## config.mk

```make
export PLATFORM = sky130hd
export DESIGN_NAME = calculator_arbiter
export DESIGN_NICKNAME = d
export VERILOG_FILES = /design/src/rtl/calculator_pkg.sv /design/src/rtl/rr_arbiter.sv /design/src/rtl/calculator_arbiter.sv
export SDC_FILE = /design/constraint.sdc
export NUM_CORES = 1
export LEC_CHECK = 0
export CAP_MARGIN = 20
export CELL_PAD_IN_SITES_DETAIL_PLACEMENT = 1
export CELL_PAD_IN_SITES_GLOBAL_PLACEMENT = 2
export CORE_ASPECT_RATIO = 1.5
export CORE_MARGIN = 2
export CORE_UTILIZATION = 24
export DETAILED_ROUTE_END_ITERATION = 10
export GPL_ROUTABILITY_DRIVEN = 0
export PLACE_DENSITY = 0.84
export SETUP_SLACK_MARGIN = 0.15
export SYNTH_ARGS = -nofsm -noshare
export SYNTH_HDL_FRONTEND = slang
export SYNTH_SLANG_ARGS = --single-unit
export TNS_END_PERCENT = 1
```

## constraint.sdc

```tcl
create_clock -name clk -period 3.5 [get_ports clk]
set_input_delay 0.7 -clock clk [delete_from_list [all_inputs] [get_ports clk]]
set_output_delay 0.7 -clock clk [all_outputs]
set_load 0.01 [all_outputs]
```

## src/rtl/calculator_pkg.sv

```systemverilog
// Shared types and constants for the calculator arbiter slice.
// Imported by the arbiter and the top-level issue/response logic.
package calculator_pkg;

  typedef enum logic [1:0] {
    ADD = 2'b00,
    SUB = 2'b01,
    MUL = 2'b10,
    DIV = 2'b11
  } func_t;

  localparam int DEFAULT_LATENCY_BLOCK = 3;
  localparam int MAX_REQ               = 8;
  localparam int ID_W                  = 3;

  // Saturation values the calculator produces for a divide by zero.
  localparam logic [15:0] SAT_POS = 16'h7FFF;
  localparam logic [15:0] SAT_NEG = 16'h8000;

  typedef struct packed {
    logic            valid;
    logic [ID_W-1:0] id;
    logic            dz;
  } tag_t;

  function automatic logic isDivByZero(input logic [1:0] func, input logic [7:0] b);
    return (func_t'(func) == DIV) && (b == 8'h00);
  endfunction

endpackage

```

## src/rtl/rr_arbiter.sv

```systemverilog
// Round-robin arbiter: combinational one-hot grant searched upward from ptr,
// ptr advances past the winner only on a grant.
module rr_arbiter
  import calculator_pkg::*;
#(
  parameter int NUM_REQ = 4
) (
  input  logic               i_clk,
  input  logic               i_rst_n,
  input  logic               i_hold,
  input  logic [NUM_REQ-1:0] i_reqValid,
  output logic [NUM_REQ-1:0] o_grant,
  output logic               o_grantValid,
  output logic [ID_W-1:0]    o_grantId
);

  logic [ID_W-1:0]    r_ptr;
  logic [NUM_REQ-1:0] w_grant;
  logic               w_found;
  logic [ID_W-1:0]    w_id;

  // Two passes: indices at or above ptr first, then the wrapped-around ones.
  always_comb begin
    w_grant = '0;
    w_found = 1'b0;
    w_id    = '0;
    if (i_rst_n && !i_hold) begin
      for (int i = 0; i < NUM_REQ; i++) begin
        if (!w_found && (i >= int'(r_ptr)) && i_reqValid[i]) begin
          w_found    = 1'b1;
          w_grant[i] = 1'b1;
          w_id       = ID_W'(i);
        end
      end
      for (int i = 0; i < NUM_REQ; i++) begin
        if (!w_found && (i < int'(r_ptr)) && i_reqValid[i]) begin
          w_found    = 1'b1;
          w_grant[i] = 1'b1;
          w_id       = ID_W'(i);
        end
      end
    end
  end

  always_ff @(posedge i_clk or negedge i_rst_n) begin
    if (!i_rst_n) begin
      r_ptr <= '0;
    end else if (w_found) begin
      if (int'(w_id) == NUM_REQ - 1) begin
        r_ptr <= '0;
      end else begin
        r_ptr <= w_id + 1'b1;
      end
    end
  end

  assign o_grant      = w_grant;
  assign o_grantValid = w_found;
  assign o_grantId    = w_id;

endmodule

```

## src/rtl/calculator_arbiter.sv

```systemverilog
// Shares one pipelined calculator among NUM_REQ requesters; a tag pipeline
// matched to the calculator latency routes each result back to its requester.
module calculator_arbiter
  import calculator_pkg::*;
#(
  parameter int NUM_REQ       = 4,
  parameter int LATENCY_BLOCK = DEFAULT_LATENCY_BLOCK
) (
  input  logic                 clk,
  input  logic                 rst_n,
  input  logic                 hold,
  input  logic [NUM_REQ-1:0]   req_valid,
  input  logic [NUM_REQ*2-1:0] req_func,
  input  logic [NUM_REQ*8-1:0] req_a,
  input  logic [NUM_REQ*8-1:0] req_b,
  output logic [NUM_REQ-1:0]   req_ready,
  output logic [1:0]           func_in,
  output logic [7:0]           A_in,
  output logic [7:0]           B_in,
  input  logic [15:0]          out,
  output logic [NUM_REQ-1:0]   rsp_valid,
  output logic [15:0]          rsp_data,
  output logic                 rsp_dz,
  output logic                 idle
);

  logic [NUM_REQ-1:0] w_grant;
  logic               w_grantValid;
  logic [ID_W-1:0]    w_grantId;
  logic [1:0]         w_selFunc;
  logic [7:0]         w_selA;
  logic [7:0]         w_selB;
  tag_t               w_stage0;
  tag_t               w_lastTag;
  logic               w_anyTag;

  logic [1:0]         r_funcIn;
  logic [7:0]         r_aIn;
  logic [7:0]         r_bIn;
  tag_t               r_tags [LATENCY_BLOCK+1];
  logic [NUM_REQ-1:0] r_rspValid;
  logic [15:0]        r_rspData;
  logic               r_rspDz;

  rr_arbiter #(
    .NUM_REQ(NUM_REQ)
  ) u_arbiter (
    .i_clk       (clk),
    .i_rst_n     (rst_n),
    .i_hold      (hold),
    .i_reqValid  (req_valid),
    .o_grant     (w_grant),
    .o_grantValid(w_grantValid),
    .o_grantId   (w_grantId)
  );

  assign req_ready = w_grant;

  always_comb begin
    w_selFunc = '0;
    w_selA    = '0;
    w_selB    = '0;
    for (int i = 0; i < NUM_REQ; i++) begin
      if (w_grant[i]) begin
        w_selFunc = req_func[i*2 +: 2];
        w_selA    = req_a[i*8 +: 8];
        w_selB    = req_b[i*8 +: 8];
      end
    end
  end

  // Calculator operands only move on a handshake so an idle calculator sees stable inputs.
  always_ff @(posedge clk or negedge rst_n) begin
    if (!rst_n) begin
      r_funcIn <= '0;
      r_aIn    <= '0;
      r_bIn    <= '0;
    end else if (w_grantValid) begin
      r_funcIn <= w_selFunc;
      r_aIn    <= w_selA;
      r_bIn    <= w_selB;
    end
  end

  always_comb begin
    w_stage0       = '0;
    w_stage0.valid = w_grantValid;
    if (w_grantValid) begin
      w_stage0.id = w_grantId;
      w_stage0.dz = isDivByZero(w_selFunc, w_selB);
    end
  end

  // Tags never stall: the calculator accepts one op per cycle.
  always_ff @(posedge clk or negedge rst_n) begin
    if (!rst_n) begin
      for (int k = 0; k <= LATENCY_BLOCK; k++) begin
        r_tags[k] <= '0;
      end
    end else begin
      r_tags[0] <= w_stage0;
      for (int k = 1; k <= LATENCY_BLOCK; k++) begin
        r_tags[k] <= r_tags[k-1];
      end
    end
  end

  assign w_lastTag = r_tags[LATENCY_BLOCK];

  always_ff @(posedge clk or negedge rst_n) begin
    if (!rst_n) begin
      r_rspValid <= '0;
      r_rspData  <= '0;
      r_rspDz    <= 1'b0;
    end else if (w_lastTag.valid) begin
      for (int i = 0; i < NUM_REQ; i++) begin
        r_rspValid[i] <= (w_lastTag.id == ID_W'(i));
      end
      r_rspData <= out;
      r_rspDz   <= w_lastTag.dz;
    end else begin
      r_rspValid <= '0;
    end
  end

  always_comb begin
    w_anyTag = 1'b0;
    for (int k = 0; k <= LATENCY_BLOCK; k++) begin
      w_anyTag = w_anyTag | r_tags[k].valid;
    end
  end

  assign idle      = !w_anyTag && (r_rspValid == '0);
  assign func_in   = r_funcIn;
  assign A_in      = r_aIn;
  assign B_in      = r_bIn;
  assign rsp_valid = r_rspValid;
  assign rsp_data  = r_rspData;
  assign rsp_dz    = r_rspDz;

endmodule

```

==> impl_metrics.json <==
{
  "post-cts-setup-buffers": 0,
  "cts.sinks": 57,
  "crit_slowest_cell": "clkdlybuf4s50_1",
  "io_pins": 139,
  "die_x_um": 88.5,
  "synth_nets": 320,
  "portBuffers": 138,
  "ff2ff_setup_slack_ns": 1.24,
  "initial_utilization_pct": 24.4,
  "fin_crit_sh_pct": 92.9,
  "core_area_um2": 10500,
  "power_switching_uw": 634,
  "hold_path_class": "register to register",
  "drt_iter0_drc": 78,
  "crit_path_end_kind": "output port",
  "p_sw_share_pct": 27.3,
  "path_buf_inv": 2,
  "multi_input_area_um2": 1040,
  "die_y_um": 131,
  "clk_latency_ns": 0.32,
  "maxSlewViolCount": 0,
  "num_vias": 2423,
  "relSlewSlack_pct": 52.1,
  "numCtsBuffers": 9,
  "cap_violations": 0,
  "dp_hpwl_mm": 6.95,
  "routed_wl_mm": 8.80,
  "rsz0062_at_grt": "yes",
  "vdd_drop_max_uv": 242,
  "overflow": 0,
  "worstPathMaxFanout": 6,
  "clk_pin_slew_worst_paths_ns": 0.05,
  "clockPowerShare_pct": 34.7,
  "setup_tns_ns": 0,
  "p_int_uw": 1690,
  "globalRouteTotalUtil_pct": 15.8,
  "drc_errors": 0,
  "critPathLaunchType": "primary input",
  "routed_via_density": 4.67,
  "fmax_mhz": 308,
  "cts_buffer_depth": 2,
  "final_nets": 466,
  "antenna_cells": 0,
  "postSynth.asyncResetShare_pct": 100,
  "hold_ws_ns": 0.342,
  "crit_type": "primary input to output port",
  "p_seq_share_pct": 36.0,
  "grt_max_degree": 58,
  "worst_ep_arrival_time_ns": 2.55,
  "root_buffer": "clkbuf_16",
  "antenna_found_initial": 0,
  "synth_area_um2": 2570,
  "ys_types": 42,
  "htree_num_levels": 3,
  "final-seq-area_um2": 1430,
  "combinationalPowerShare_pct": 29.3,
  "syn2layout_area_growth_pct": 71.0,
  "cp.required_ns": 2.80,
  "ys_warn_count": 0,
  "dieArea_um2": 11600,
  "run_status": "complete, no violations",
  "min_period_ns": 3.25,
  "setup_viol": 0,
  "firstDrtPassIters": 5,
  "hold_buffers": 0,
  "hold_viol_final": 0,
  "wl_per_cell_um": 17.0,
  "most-common-layout-cells": "clkdlybuf4s50_1, dfrtp_1, nand2_1",
  "cts_tree": "yes",
  "skew_ns": 0.00600,
  "grt_pass1_wl_mm": 13.6,
  "synth_edf_count": 0,
  "power_uw": 2320,
  "synth_cells": 225,
  "slowest_delay_ns": 0.57,
  "ys_seq_area_share_pct": 55.4,
  "avgSynthCellArea_um2": 11.4,
  "ys_seq_elements": 57,
  "drive_gt1_share_pct": 15.5,
  "layout_commonest_cell": "clkdlybuf4s50_1",
  "synth_ff_type": "dfrtp_1",
  "critPathTopFamily": "buffers and inverters",
  "fill_cells": 1179,
  "power.leakage_uw": 0.00186,
  "worstMarginPinSlew_ns": 0.719,
  "utilization_pct": 41.8,
  "crit_chain": "clkdlybuf4s50_1 > nor2_1 > o21ai_0 > or2_2 > nor2_1 > clkdlybuf4s50_1",
  "power.density_nw_per_um2": 528,
  "grt_pass1_vias": 2573,
  "ant_nets": 0,
  "rows": 46
}
## what timing repair did
action / CTS / global route
endpoints found under the setup margin: 0 / 2
gates resized for setup: 0 / 1
endpoints found under the hold margin: 0 / 0
## flip-flops by register name, indices dropped and copies added (netlist names)
name / flops
B_in: 8
u_arbiter.r_ptr: 2
rsp_dz: 1
A_in: 8
func_in: 2
r_tags: 16
rsp_valid: 4
rsp_data: 16
## synth_stat cells (2+ instances only)
master | number | area [um^2]
a21o_1 | 5 | 37.5
a21oi_1 | 8 | 40.0
a221o_1 | 3 | 30.0
a221o_2 | 2 | 22.5
a221oi_1 | 7 | 61.3
a222oi_1 | 6 | 60.1
a2bb2oi_1 | 7 | 61.3
a31oi_1 | 6 | 37.5
and2_1 | 2 | 12.5
and3_2 | 2 | 15.0
buf_1 | 2 | 7.51
buf_6 | 3 | 33.8
clkbuf_1 | 5 | 18.8
clkbuf_8 | 2 | 27.5
dfrtp_1 | 57 | 1430
inv_1 | 2 | 7.51
mux2_2 | 17 | 191
nand2_1 | 28 | 105
nand2b_1 | 5 | 31.3
nor2_1 | 16 | 60.1
nor2_2 | 2 | 12.5
o211ai_1 | 7 | 52.6
o21ai_0 | 10 | 50.1
or2_2 | 2 | 12.5
or4_1 | 2 | 15.0
## final timing paths
kind                       cells past startpoint               start           end
setup / recovery                               6        req_valid[1]  req_ready[3]
hold / removal                                 0          r_tags[15]    r_tags[10]
setup reg to reg                               7  u_arbiter.r_ptr[0]    r_tags[15]
hold reg to reg                                0          r_tags[15]    r_tags[10]
max in group asynchronous                      2               rst_n       A_in[5]
min in group asynchronous                      2               rst_n    r_tags[10]
## power by group through the flow
stage / logic (uW) / clock network, uW / registers, uW
after floorplan: 270 / 0 / 876
after global placement: 675 / 0 / 841
after detailed placement: 689 / 0 / 848
after CTS: 692 / 831 / 838
after global routing: 745 / 858 / 851
final: 680 / 806 / 836
## metal layers
metal,up-vias,wire length (um),track usage [%]
li1,1125,-,-
met3,13,405,3.89
met2,82,4760,27.6
met1,1203,3470,18.1
met4,0,170,6.86
met5,-,0,0
## logic make-up after synthesis
| group | count (synthesis) | share of synthesized area (%) |
|---|---|---|
| AOI/OAI and AO/OA | 65 | 19.3 |
| DFF | 57 | 55.4 |
| muxes | 17 | 7.44 |
| and+or+nand+nor | 69 | 13.5 |
| buffers and inverters | 17 | 4.33 |
## metrics by stage
stage / std cells / instance area, um^2 / worst slack (ns)
2_1_floorplan: 225 / 2570 / 1.17
3_3_place_gp: 504 / 4110 / 0.291
3_5_place_dp: 504 / 4110 / 0.204
4_1_cts: 519 / 4390 / 0.204
5_1_grt: 519 / 4400 / 0.132
6_report: 519 / 4400 / 0.249
## final cells by class
type,instances,share of cell area [%]
clock inverters,3,0.341
flip-flops and latches,57,32.4
inverters,3,0.256
multi-input cells,151,23.6
repair buffers,149,33.2
clock buffers,12,6.06
well taps,144,4.10
(Power assumes the default switching activity.)
==> edit 1 (same flow settings) <==
`NUM_REQ` is set to 4 in 2 places; all go to 8.
--- a/src/rtl/rr_arbiter.sv
+++ b/src/rtl/rr_arbiter.sv
@@ -4,5 +4,5 @@
   import calculator_pkg::*;
 #(
-  parameter int NUM_REQ = 4
+  parameter int NUM_REQ = 8
 ) (
   input  logic               i_clk,
--- a/src/rtl/calculator_arbiter.sv
+++ b/src/rtl/calculator_arbiter.sv
@@ -4,5 +4,5 @@
   import calculator_pkg::*;
 #(
-  parameter int NUM_REQ       = 4,
+  parameter int NUM_REQ       = 8,
   parameter int LATENCY_BLOCK = DEFAULT_LATENCY_BLOCK
 ) (
Ports: changed (6 resized); port bits go from 139 to 223. The function was not compared with the original's and may differ.
==> edit 1 against the unedited design <==
  * Synthesized area is 45% higher
  * Critical endpoint is now r_tags[15]
  * Total power increased by 16%
  * Worst setup slack got worse by 0.15 ns
  * Fmax is 4.3% lower
  * Combinational power grew 39%
  * Sequential cell count increased by 9
  * Critical path depth grew 4
  * Cell area rose by 67%
  * Synthesized cell count rose by 71%
  * Critical path type is now reg -> reg
  * Sequential share of layout area down 9.8 points
  * Wire length is 130% higher
  * Sequential power rose by 13%
  * Non-clock buffer count is 177 higher
  * Via count up 95%
  * Largest cell class unchanged
==> edit 1: results <==
[outcome]
status = completed

[power_and_ir_drop]
irDropWorstVdd_mv = 0.229
clk-power_mw = 0.815
p_comb_mw = 0.944
p_int_mw = 1.90
p_leak_nw = 3.20

[yosys]
ys_top_cells_by_area = dfrtp_1 (44%), mux2_2 (5.1%), a22oi_1 (4.0%)
seq_area_frac_synth_pct = 44.4
synth.avg_cell_area_um2 = 9.69
synth_common_cells = dfrtp_1 (66), nand2_1 (40), a22oi_1 (20), nor2_1 (20)
ys_types = 60

[cts]
h-tree-depth = 3

[layout]
nets = 869
drive_gt1_share_pct = 27.0
top_register = r_tags
n_fill_cell = 1707

[detailed_routing]
wl_met2_um = 11300
routed-via-count = 4724
first_pass_iters = 4
dr_wl_met3_um = 1250
wirelength_um = 20400
wl_per_cell_um = 22.6

[placement]
dp_hpwl_um = 16000
place_inst = 853
port_buffers = 222
dp_slack_ns = -0.549

[grt]
track_usage_pct = 23.3
first_global_vias = 5150
grt_pass1_wl_um = 29300
grt_start_max_net_pins = 56
use_met1_pct = 24.6
use_met3_pct = 5.41
grtUsageMet2_pct = 45.7

[setup_path]
crit_family = simple AND/OR/NAND/NOR gates
rrSetupSlack_ns = 0.10
worstPathArrival_ns = 3.62
crit_slowest_cell = dfrtp_4
crit_path_max_fanout = 8
critPathMaxStageDelay_ns = 0.54

[sta]
fin_skew_ns = 0.00520
tightest_slew_ns = 0.789
period_needed_ns = 3.40

[worst_hold_path]
hp-class = reg -> reg
edit 1: cell count changes in the layout (fill, tap and decap cells not counted), sizes merged, moves of 9 or more:
cell / before / now
a22oi: 0 / 20
buf: 12 / 106
clkdlybuf4s50: 137 / 208
dfrtp: 57 / 66
nand2: 28 / 40
nand3: 0 / 13
nor3: 1 / 10
edit 1: cell type report:
class	count	share of cell area [%]
repair buffers	326	41.1
multi-input cells	283	28.6
clock buffers	9	3.07
well taps	199	3.39
clock inverters	7	0.716
inverters	10	0.529
flip-flops and latches	66	22.6
edit 1: worst register-to-register path: cells and delay by family (launching register included):
kind,cells,cell delay [ns]
compound gates,3,0.84
simple gates,6,1.79
buf+inv,1,0.13
flops,1,0.54
edit 1: worst paths after layout:
path | start | endpoint | cells past startpoint
hold / removal | r_tags[16] | r_tags[11] | 0
max in group asynchronous | rst_n | u_arbiter.r_ptr[1] | 3
hold reg to reg | r_tags[16] | r_tags[11] | 0
setup reg to reg | u_arbiter.r_ptr[1] | r_tags[15] | 10
min in group asynchronous | rst_n | rsp_valid[5] | 2
setup / recovery | u_arbiter.r_ptr[1] | r_tags[15] | 10
edit 1: logic make-up after synthesis:
family | synth area share [%]
AOI/OAI and AO/OA | 26.8
adders and majority gates | 0.673
buffers and inverters | 4.64
DFF | 44.4
muxes | 5.42
and+or+nand+nor | 18.0
edit 1: per-stage QoR:
step | setup TNS (ns) | instance area [um^2] | hold slack, ns
finish | 0 | 7340 | 0.345
detailed placement | -5.28 | 6620 | 0.338
global route | 0 | 7340 | 0.354
global placement | -3.19 | 6620 | 0.333
CTS | 0 | 7170 | 0.348
floorplan | 0 | 3720 | 0.331
edit 1: timing repair:
action                     CTS  global route
setup endpoints to repair   13            11
resized for setup           49            30
setup buffers               19            12
pin swaps                   17            16
hold endpoints to repair     0             0
==> edit 2 (config.mk and constraints unchanged) <==
Without the edit above. Make the reset (`i_rst_n` and `rst_n`) synchronous in 4 clocked blocks.
--- a/src/rtl/rr_arbiter.sv
+++ b/src/rtl/rr_arbiter.sv
@@ -43,5 +43,5 @@
   end
 
-  always_ff @(posedge i_clk or negedge i_rst_n) begin
+  always_ff @(posedge i_clk) begin
     if (!i_rst_n) begin
       r_ptr <= '0;
--- a/src/rtl/calculator_arbiter.sv
+++ b/src/rtl/calculator_arbiter.sv
@@ -71,5 +71,5 @@
 
   // Calculator operands only move on a handshake so an idle calculator sees stable inputs.
-  always_ff @(posedge clk or negedge rst_n) begin
+  always_ff @(posedge clk) begin
     if (!rst_n) begin
       r_funcIn <= '0;
@@ -93,5 +93,5 @@
 
   // Tags never stall: the calculator accepts one op per cycle.
-  always_ff @(posedge clk or negedge rst_n) begin
+  always_ff @(posedge clk) begin
     if (!rst_n) begin
       for (int k = 0; k <= LATENCY_BLOCK; k++) begin
@@ -108,5 +108,5 @@
   assign w_lastTag = r_tags[LATENCY_BLOCK];
 
-  always_ff @(posedge clk or negedge rst_n) begin
+  always_ff @(posedge clk) begin
     if (!rst_n) begin
       r_rspValid <= '0;
Behaviour: differs if rst_n is asserted again (counterexample within 4 cycles, from zero or initial values and one cycle with rst_n low); with rst_n held inactive, the same outputs for 10 cycles.
==> edit 2 against the unedited design <==
  * Cell area down 0.14%
  * Worst setup slack better by 0.0066 ns
  * Total power down 18%
  * Clock skew up 0.0030 ns
  * Count of clock-buffer cells in the layout down 1
  * Sequential cell count unchanged
  * Clock power up 6.2%
  * Wire length up 1.5%
  * Synthesized area down 1.5%
  * Combinational power down 50%
  * Global-route usage up 0.62 points
  * Critical path type unchanged
==> edit 2: results <==
[cts]
post_cts_buffers = 0
cts-root-buf = clkbuf_16
h-tree-depth = 3
cts_buffer_depth = 2
clk_pin_slew_ns = 0.05
clk_latency_ns = 0.32

[setup_path]
reg2reg_from = u_arbiter.r_ptr[1]
critPathMaxStageDelay_ns = 0.55
worstPathArrival_ns = 2.54
worstRegToRegCells = 7
r2r-end = r_tags[0][0]
rrSetupSlack_ns = 1.25
crit_path_max_fanout = 8

[detailed_routing]
drtIter0Drc = 39
first_pass_iters = 4
wl_met2_um = 4960
dr_wl_met3_um = 553
drt-met1-wl_um = 3230
route.top_layer_used = met4
wirelength_um = 8940
wl_per_cell_um = 15.8
via_per_inst = 4.68

[yosys]
syn_nets = 364
synth_common_cells = dfxtp_1 (57), nand2_1 (31), nor2b_1 (22)
ys_top_cells_by_area = dfxtp_1 (45%), mux2i_1 (6.7%), nor2b_1 (5.4%)
synth_top_area_share_pct = 45.0
ys.warnings.count = 0
ys_types = 52
seq_area_frac_synth_pct = 45.0
synthArstFlopShare_pct = 0
syn_inst = 269

[placement]
dp_slack_ns = 0.208
dp_hpwl_um = 6950
port_buffers = 138
placed_area_um2 = 4090
place_inst = 548

[layout]
nets = 510
num_antenna_cells = 0
n_fill_cell = 1197
drive_gt1_share_pct = 9.76

[grt]
use_met3_pct = 5.25
use_met1_pct = 16.6
grt_start_max_net_pins = 42
track_usage_pct = 16.5
grtUsageMet2_pct = 30.5
grt_pass1_wl_um = 14300
first_global_vias = 2886

[sta]
fin_skew_ns = 0.00898
tightest_slew_ns = 0.552
holdWs_ns = 0.429

[power_and_ir_drop]
irDropWorstVdd_mv = 0.209
p_leak_nw = 1.61
p_int_mw = 1.45

[worst_hold_path]
min_to = r_tags[1][1]
min_from = r_tags[0][1]
hold_depth = 1

[outcome]
status = completed
-- edit 2: cell count changes after synthesis, moves of 14 or more --
cell / delta
dfxtp_1: +57
mux2_2: -17
and2_1: +14
mux2i_1: +17
dfrtp_1: -57
nor2b_1: +21
-- edit 2: area by class of cell --
cell class	instances	area (um^2)	area share, %
Timing Repair Buffer	151	1480	33.7
Multi-Input combinational cell	192	1280	29.1
Sequential cell	57	1140	26.0
Clock buffer	11	243	5.53
Tap cell	144	180	4.10
Clock inverter	5	55.1	1.25
Inverter	4	15.0	0.342
-- edit 2: worst max-delay path, delay by kind of cell --
| kind | cells | cell delay, ns |
|---|---|---|
| AO/OA/AOI/OAI | 1 | 0.21 |
| buffers and inverters | 3 | 1.17 |
| AND/OR/NAND/NOR | 3 | 0.46 |
-- edit 2: how the worst max path moves through the flow --
stage                       from            to  slack (ns)  depth (start not counted)
floorplan           req_valid[0]  req_ready[3]        1.17                          6
global placement    req_valid[2]  req_ready[2]        0.23                          6
detailed placement  req_valid[2]  req_ready[2]        0.21                          6
CTS                 req_valid[2]  req_ready[2]        0.20                          6
global route        req_valid[0]  req_ready[3]        0.13                          7
finish              req_valid[0]  req_ready[3]        0.26                          7
-- edit 2: power by group through the flow --
stage                     clock, mW  sequential [mW]  combinational (mW)
after global routing          0.916            0.704               0.372
after global placement            0            0.713               0.339
after floorplan                   0            0.720               0.132
after CTS                     0.885            0.701               0.348
after detailed placement          0            0.713               0.346
final                         0.856            0.701               0.342
-- edit 2: timing repair --
| action | CTS | global route |
|---|---|---|
| gates resized for setup | 0 | 1 |
| setup endpoints to repair | 0 | 2 |
| hold buffers | 0 | 0 |
-- edit 2: cell families after synthesis --
group	count (synthesis)	share of synthesized area (%)
buf+inv	20	4.64
compound gates	72	22.0
mux	17	6.71
flops	57	45.0
simple gates	103	21.6
